[src/rtl/mem_stage.sv]
// mem_stage: memory pipeline stage between ALU/branch and writeback; word load/store over a req/ack bus.
// Optional ack timeout with a bus_error pulse is enabled by defining MEM_STAGE_TIMEOUT_EN.
module mem_stage #(
  parameter logic [4:0]  OP_LW          = 5'd20,
  parameter logic [4:0]  OP_SW          = 5'd21,
  parameter int unsigned TIMEOUT_CYCLES = 32'd16
) (
  input  logic        clk,
  input  logic        reset,
  input  logic [31:0] in_alu_result,
  input  logic        in_dest_enable,
  input  logic [4:0]  in_dest_reg,
  input  logic [4:0]  in_operation,
  input  logic [31:0] in_store_data,
  output logic        stall,
  output logic        mem_req,
  output logic        mem_we,
  output logic [31:0] mem_addr,
  output logic [31:0] mem_wdata,
  input  logic        mem_ack,
  input  logic [31:0] mem_rdata,
  output logic [31:0] wb_value,
  output logic        wb_enable,
  output logic [4:0]  wb_reg,
  output logic        misaligned,
  output logic        bus_error
);

  typedef enum logic [1:0] {
    S_IDLE  = 2'd0,
    S_ISSUE = 2'd1,
    S_WAIT  = 2'd2
  } state_t;

  state_t      r_state;
  logic        r_done;
  logic        r_lat_en;
  logic [4:0]  r_lat_reg;

  logic        w_is_mem;
  logic        w_aligned;
  logic        w_stall;
  logic        w_timeout;

  assign w_is_mem  = (in_operation == OP_LW) || (in_operation == OP_SW);
  assign w_aligned = (in_alu_result[1:0] == 2'b00);
  assign stall     = w_stall;

  // Upstream hold request; r_done marks the replay cycle of a retired memory op
  always_comb begin
    w_stall = 1'b1;
    case (r_state)
      S_IDLE: begin
        if (!r_done && w_is_mem && w_aligned) begin
          w_stall = 1'b1;
        end else begin
          w_stall = 1'b0;
        end
      end
      S_ISSUE: w_stall = 1'b1;
      S_WAIT:  w_stall = 1'b1;
      default: w_stall = 1'b1;
    endcase
  end

`ifdef MEM_STAGE_TIMEOUT_EN
  localparam int unsigned     CW   = $clog2(TIMEOUT_CYCLES + 32'd1);
  localparam logic [CW-1:0]   LAST = CW'(TIMEOUT_CYCLES - 32'd1);

  logic [CW-1:0] r_count;

  assign w_timeout = (r_count == LAST) && !mem_ack;

  // Cycles spent waiting for ack in the current transaction
  always_ff @(posedge clk or posedge reset) begin
    if (reset) begin
      r_count <= '0;
    end else if (r_state == S_IDLE) begin
      r_count <= '0;
    end else if (!mem_ack && (r_count != LAST)) begin
      r_count <= r_count + CW'(1);
    end else begin
      r_count <= r_count;
    end
  end
`else
  assign w_timeout = 1'b0 && (TIMEOUT_CYCLES == 32'd0);
`endif

  // Stage state machine with registered bus and writeback outputs
  always_ff @(posedge clk or posedge reset) begin
    if (reset) begin
      r_state    <= S_IDLE;
      r_done     <= 1'b0;
      r_lat_en   <= 1'b0;
      r_lat_reg  <= 5'd0;
      mem_req    <= 1'b0;
      mem_we     <= 1'b0;
      mem_addr   <= 32'd0;
      mem_wdata  <= 32'd0;
      wb_value   <= 32'd0;
      wb_enable  <= 1'b0;
      wb_reg     <= 5'd0;
      misaligned <= 1'b0;
      bus_error  <= 1'b0;
    end else begin
      wb_enable  <= 1'b0;
      misaligned <= 1'b0;
      bus_error  <= 1'b0;
      case (r_state)
        S_IDLE: begin
          r_done <= 1'b0;
          if (r_done) begin
            r_state <= S_IDLE;
          end else if (w_is_mem && w_aligned) begin
            mem_req   <= 1'b1;
            mem_we    <= (in_operation == OP_SW);
            mem_addr  <= in_alu_result;
            mem_wdata <= in_store_data;
            r_lat_en  <= in_dest_enable;
            r_lat_reg <= in_dest_reg;
            r_state   <= S_ISSUE;
          end else if (w_is_mem) begin
            misaligned <= 1'b1;
            r_state    <= S_IDLE;
          end else begin
            wb_value  <= in_alu_result;
            wb_reg    <= in_dest_reg;
            wb_enable <= in_dest_enable && (in_dest_reg != 5'd0);
            r_state   <= S_IDLE;
          end
        end
        S_ISSUE, S_WAIT: begin
          if (mem_ack) begin
            mem_req <= 1'b0;
            r_done  <= 1'b1;
            r_state <= S_IDLE;
            if (!mem_we) begin
              wb_value  <= mem_rdata;
              wb_reg    <= r_lat_reg;
              wb_enable <= r_lat_en && (r_lat_reg != 5'd0);
            end else begin
              wb_enable <= 1'b0;
            end
          end else if (w_timeout) begin
            mem_req   <= 1'b0;
            bus_error <= 1'b1;
            r_done    <= 1'b1;
            r_state   <= S_IDLE;
          end else begin
            r_state <= S_WAIT;
          end
        end
        default: begin
          mem_req <= 1'b0;
          r_done  <= 1'b0;
          r_state <= S_IDLE;
        end
      endcase
    end
  end

endmodule

[config.mk]
export PLATFORM = sky130hd
export DESIGN_NAME = mem_stage
export DESIGN_NICKNAME = d
export VERILOG_FILES = /design/src/rtl/mem_stage.sv
export SDC_FILE = /design/constraint.sdc
export NUM_CORES = 1
export LEC_CHECK = 0
export CAP_MARGIN = 20
export CORE_ASPECT_RATIO = 1.5
export CORE_MARGIN = 2
export CORE_UTILIZATION = 30
export CTS_CLUSTER_SIZE = 8
export DETAILED_ROUTE_END_ITERATION = 10
export PLACE_DENSITY = 0.61
export SYNTH_ARGS = -nofsm -noshare
export SYNTH_HDL_FRONTEND = slang
export SYNTH_SLANG_ARGS = --single-unit
export TNS_END_PERCENT = 20
[constraint.sdc]
create_clock -name clk -period 4.97 [get_ports clk]
set_input_delay 1.491 -clock clk [delete_from_list [all_inputs] [get_ports clk]]
set_output_delay 1.491 -clock clk [all_outputs]
set_load 0.01 [all_outputs]
After elaboration in Yosys (flattened, before gate mapping)
Index checks and enable logic that the tools add are counted.
{"block": "classes", "bitwise_logic": 1, "eq_ne": 10, "n_mux": 34, "n_reduce_logical": 16}
{"cell": "$mux 32", "n": 5}
{"cell": "$pmux 32 s2", "n": 1}
{"cell": "$mux 5", "n": 5}
{"cell": "$mux 1", "n": 18}
{"cell": "$ne 2x2->1 const B", "n": 6}
{"cell": "$eq 5x5->1 const B", "n": 2}
{"cell": "$pmux 5 s2", "n": 1}
{"cell": "$reduce_bool 5->1", "n": 2}
{"cell": "$reduce_and 3->1", "n": 2}
{"cell": "$reduce_and 6->1", "n": 1}
{"cell": "$logic_and 1x1->1", "n": 5}
{"cell": "$logic_not 2->1", "n": 2}
{"cell": "$pmux 1 s2", "n": 2}
{"cell": "$pmux 2 s2", "n": 1}
{"cell": "$eq 2x1->1 const B", "n": 1}
{"cell": "$eq 2x2->1 const B", "n": 1}
{"cell": "$mux 2", "n": 1}
{"cell": "$reduce_bool 2->1", "n": 1}
{"cell": "$reduce_or 2->1", "n": 1}
{"cell": "$logic_not 1->1", "n": 1}
{"cell": "$logic_or 1x1->1", "n": 1}
{"cell": "$not 1->1", "n": 1}
{"block": "totals", "output_inout_bits": 107, "wordCells": 73, "ff_bits": 114, "inputBits": 110}

Longest topological paths before layout
{"block": "depth", "ltp_word": 6, "mapped_depth": 8, "depth_no_buf": 6}

Worst setup path after synthesis
No wires, ideal clock.
{"block": "synth_timing", "path_type": "input port to output port", "from": "in in_operation[1]", "to": "out stall", "stages": 2, "required_ns": 3.479, "slack_ns": 1.143, "t_arrival_ns": 2.336, "path_buffers": 0, "path_cell_list": "or3_1 o41ai_1"}
{"block": "synth_between", "elab_chain_len": 6, "elab_cells_between_ends": 7, "classes_between": "eq/ne: 2; mux: 2; reduce/logical: 3"}
{"item": "start, declared", "line": "13", "rtl": "input logic [4:0] in_operation,"}
{"item": "$eq 5x5->1", "line": "45", "rtl": "assign w_is_mem = (in_operation == OP_LW) || (in_operation == OP_SW);"}
{"item": "$logic_or 1x1->1 (*)", "line": "45"}
{"item": "$logic_and 1x1->1 (*) (2 in series)", "line": "54", "rtl": "if (!r_done && w_is_mem && w_aligned) begin"}
{"item": "$mux 1 (*)", "line": "54"}
{"item": "$mux 1 (*)", "line": "52", "rtl": "case (r_state)"}
{"item": "end, declared", "line": "15", "rtl": "output logic stall,"}
Mark *: on every way between the ends. The rest lies on a longest branch, timed or not.

Final worst setup path
{"block": "layout_timing", "from": "in in_operation[2]", "to": "out stall"}
The elaborated chain is that of the path after synthesis.

==> metrics.md <==
| Metric | Value |
|---|---|
| Setup bufs post-CTS | `0` |
| Crit Path Category | `input port to output pin` |
| Starting Density | `30.6%` |
| Top FF cell, synth | `dfrtp_1` |
| Relative slew margins | `between 50% and 60%` |
| CTS root buf | `clkbuf_16` |
| Mapped Cells | `307` |
| Outcome | `complete, no violations` |
| Cell area after synthesis | `roughly 0.0049 sq mm` |
| DP Worst Slack | `~0.21 ns` |
| Syn Nets | `approximately 420` |
| Post-Syn Area per Cell | `16.1 sq um` |
| Power Total | `between 2000 and 3000 uW` |
| Min-delay worst type | `flop to flop` |
| Slew Limit Fails | `0` |
| Sequential share of the synthesized area | `just under 60%` |
| CTS buffer count | `17` |
| Fin cells | `747` |
| Seq cells post-synth | `114` |
| Setup TNS | `0 ns` |
| Fin nets | `between 600 and 700` |
| Endpoints failing setup | `0` |
| Clock slew at reported path FFs | `~0.050 ns` |
| Diodes inserted | `0` |
| Crit path capture type | `output pin` |
| Die width | `between 100 and 150 microns` |
| Post-DP HPWL | `around 9400 microns` |
| CP max FO | `3` |
| Int Power | `2230 uW` |
| Num Clock Sinks | `~110` |
| Pin count of the biggest net entering global routing | `between 60 and 70` |
| CP startpoint | `in_operation[2]` |
| Clk pwr share | `38.6%` |
| Clk Latency, worst-skew pair | `0.40 ns` |
| Layout cells sized above 1 | `between 30 and 40%` |
| Asr flop ratio synth | `between 90% and 100%` |
| Yosys warnings | `0` |
| Critical path's slowest cell | `clkdlybuf4s50_1` |
| Register area | `roughly 0.0029 sq mm` |
| Top Family by Delay on Critical Path | `buffers and inverters` |
| CTS tree | `yes` |
| First-pass GRT wire length | `between 20000 and 25000 microns` |
| Fillers | `~1400` |
| Reg power frac | `38.9%` |
| Final Hold Vio Count | `0` |
| Final Worst Setup Slack | `0.211 ns` |
| Worst setup endpoint | `stall` |
| Number of cells on the critical path | `5` |
| Worst path bufs/invs | `2` |
| Gate power share | `~23%` |
| H-tree depth | `4` |
| Gpl congestion | `0.711` |
| Unrepaired setup endpoints after global routing | `no` |
| Multi-input gate area | `between 0.0015 and 0.002 sq mm` |
| Max VDD drop | `around 0.19 mV` |
| Total global routing overflow | `0` |
| Reg2reg end | `mem_wdata[5]` |
| IO Pins | `~220` |
| Post-CTS resize count | `0` |
| CTS Hold Bufs | `0` |
| Max Cap Viol | `0` |
| I/O Buffers | `between 200 and 250` |
| Final WL | `between 10000 and 15000 microns` |
| Pre-antenna DRT Iters | `4` |
| Critical-path cell list | `clkdlybuf4s50_1, nand2_1, or3_1, o41ai_1, clkdlybuf4s50_1` |
| Net Sw Power | `711 uW` |
| Max Root-Sink Buffers | `2` |
| Biggest regs | `mem_addr x32, mem_wdata x32, wb_value x32` |
| Slowest cell delay on critical path | `roughly 0.6 ns` |
| Fin crit share | `a little over nine tenths` |
| Worst R2R Start | `r_state[1]` |
| Worst Reg-to-Reg Cells | `6` |
| Fin crit period | `~4.8 ns` |
| Total GRT Usage | `between 10% and 20%` |
| DRC viols | `0` |
| Leak Pwr | `0.00335 uW` |
| Startpoint Class | `input port` |
| FMAX | `around 210 MHz` |
| Die H | `around 160 microns` |
| Distinct cells, synth | `32` |
| Row cnt | `57` |
| Actual slew at the worst max-slew pin | `between 0.6 and 0.7 ns` |
| FF-to-FF setup slack | `between 2 and 3 ns` |
| Initial DRC count | `between 70 and 80` |
| Clk_skew | `0.00724 ns` |
| Most common cell on crit path | `clkdlybuf4s50_1` |
| Post-synth EDFFs | `0` |
| Vias | `3368` |
| Power per cell area | `~380 mW/mm^2` |
| DRT antenna net count | `0` |
| Die area | `approximately 0.018 sq mm` |
| Core Footprint | `~0.016 sq mm` |
| Initial antenna violation count | `0` |
| Switching share of power | `24.2%` |
| Syn-to-layout area delta | `58.2%` |
| Routed len/inst | `17.2 microns` |
| Post-placement cell count | `a little over 700` |
| Vias in the first global route | `~3800` |
| CP arrival | `around 3.3 ns` |
| Vias per inst | `between 4 and 5` |
| Required @ worst endpoint | `~3.5 ns` |
[cell usage after synthesis, types with 2 or more instances]
cell           instances  area share, %
buf_12                 3            1.2
and2_1                 2           0.25
mux2_4                30            9.1
dlygate4sd1_1          2           0.35
buf_2                  8           0.81
inv_1                  3           0.23
nor2_1                 4           0.30
mux2_2               110             25
dfrtp_1              114             58
mux2_1                 3           0.68
buf_6                  3           0.68
ha_1                   2           0.51
nand2_1                4           0.30
[how the worst min path moves through the flow]
stage | from | to | depth (start not counted)
2_1_floorplan | r_lat_en | r_lat_en | 1
3_3_place_gp | mem_addr[0] | mem_addr[0] | 1
3_5_place_dp | mem_addr[1] | mem_addr[1] | 1
4_1_cts | mem_addr[1] | mem_addr[1] | 1
5_1_grt | mem_wdata[2] | mem_wdata[2] | 1
6_report | mem_addr[1] | mem_addr[1] | 1
[logic make-up after synthesis]
logic type / after synthesis / synth area share (%)
AO/OA/AOI/OAI: 8 / 1.29
adder cells (fa/ha/maj): 2 / 0.506
buffers and inverters: 20 / 3.44
flip-flops: 114 / 57.6
multiplexers: 143 / 34.8
other: 1 / 0.0758
AND/OR/NAND/NOR: 19 / 2.23
[cell type report]
class,instances,share of cell area [%]
inverter,3,0.176
multi-input combinational,173,24.7
clock buffer,23,6.11
tap,206,3.29
clock inverter,9,1.04
sequential,114,36.4
timing repair buffer,219,28.2
[metrics by stage]
step	util (%)	hold slack, ns	area, sq um
after floorplan	-	0.480	4950
after global placement	44.9	0.470	7270
after detailed placement	44.9	0.470	7270
after CTS	48.3	0.485	7830
after global routing	48.3	0.520	7830
final	48.3	0.482	7830
[layout by cell type, fill, tap and decap left out, drive strengths merged, types with 2 or more instances in the layout]
cell type and count:
dfrtp 114, nor3 2, nand2 4, mux2 143, buf 4, inv 3, nor2 4, clkinvlp 3
clkinv 5, ha 2, clkdlybuf4s50 215, and2 2, clkbuf 23
[routing by layer]
layer	global-route usage [%]	wire, microns
met5	0	0
met1	15.9	4700
met3	4.56	806
met4	5.36	215
met2	27.8	7140
[power by group through the flow]
stage | clock network (uW) | logic (uW) | registers, uW
floorplan | 0 | 204 | 1210
global placement | 0 | 666 | 1150
detailed placement | 0 | 672 | 1160
CTS | 1180 | 675 | 1140
global route | 1220 | 705 | 1160
finish | 1130 | 661 | 1140
(Power assumes the default switching activity.)
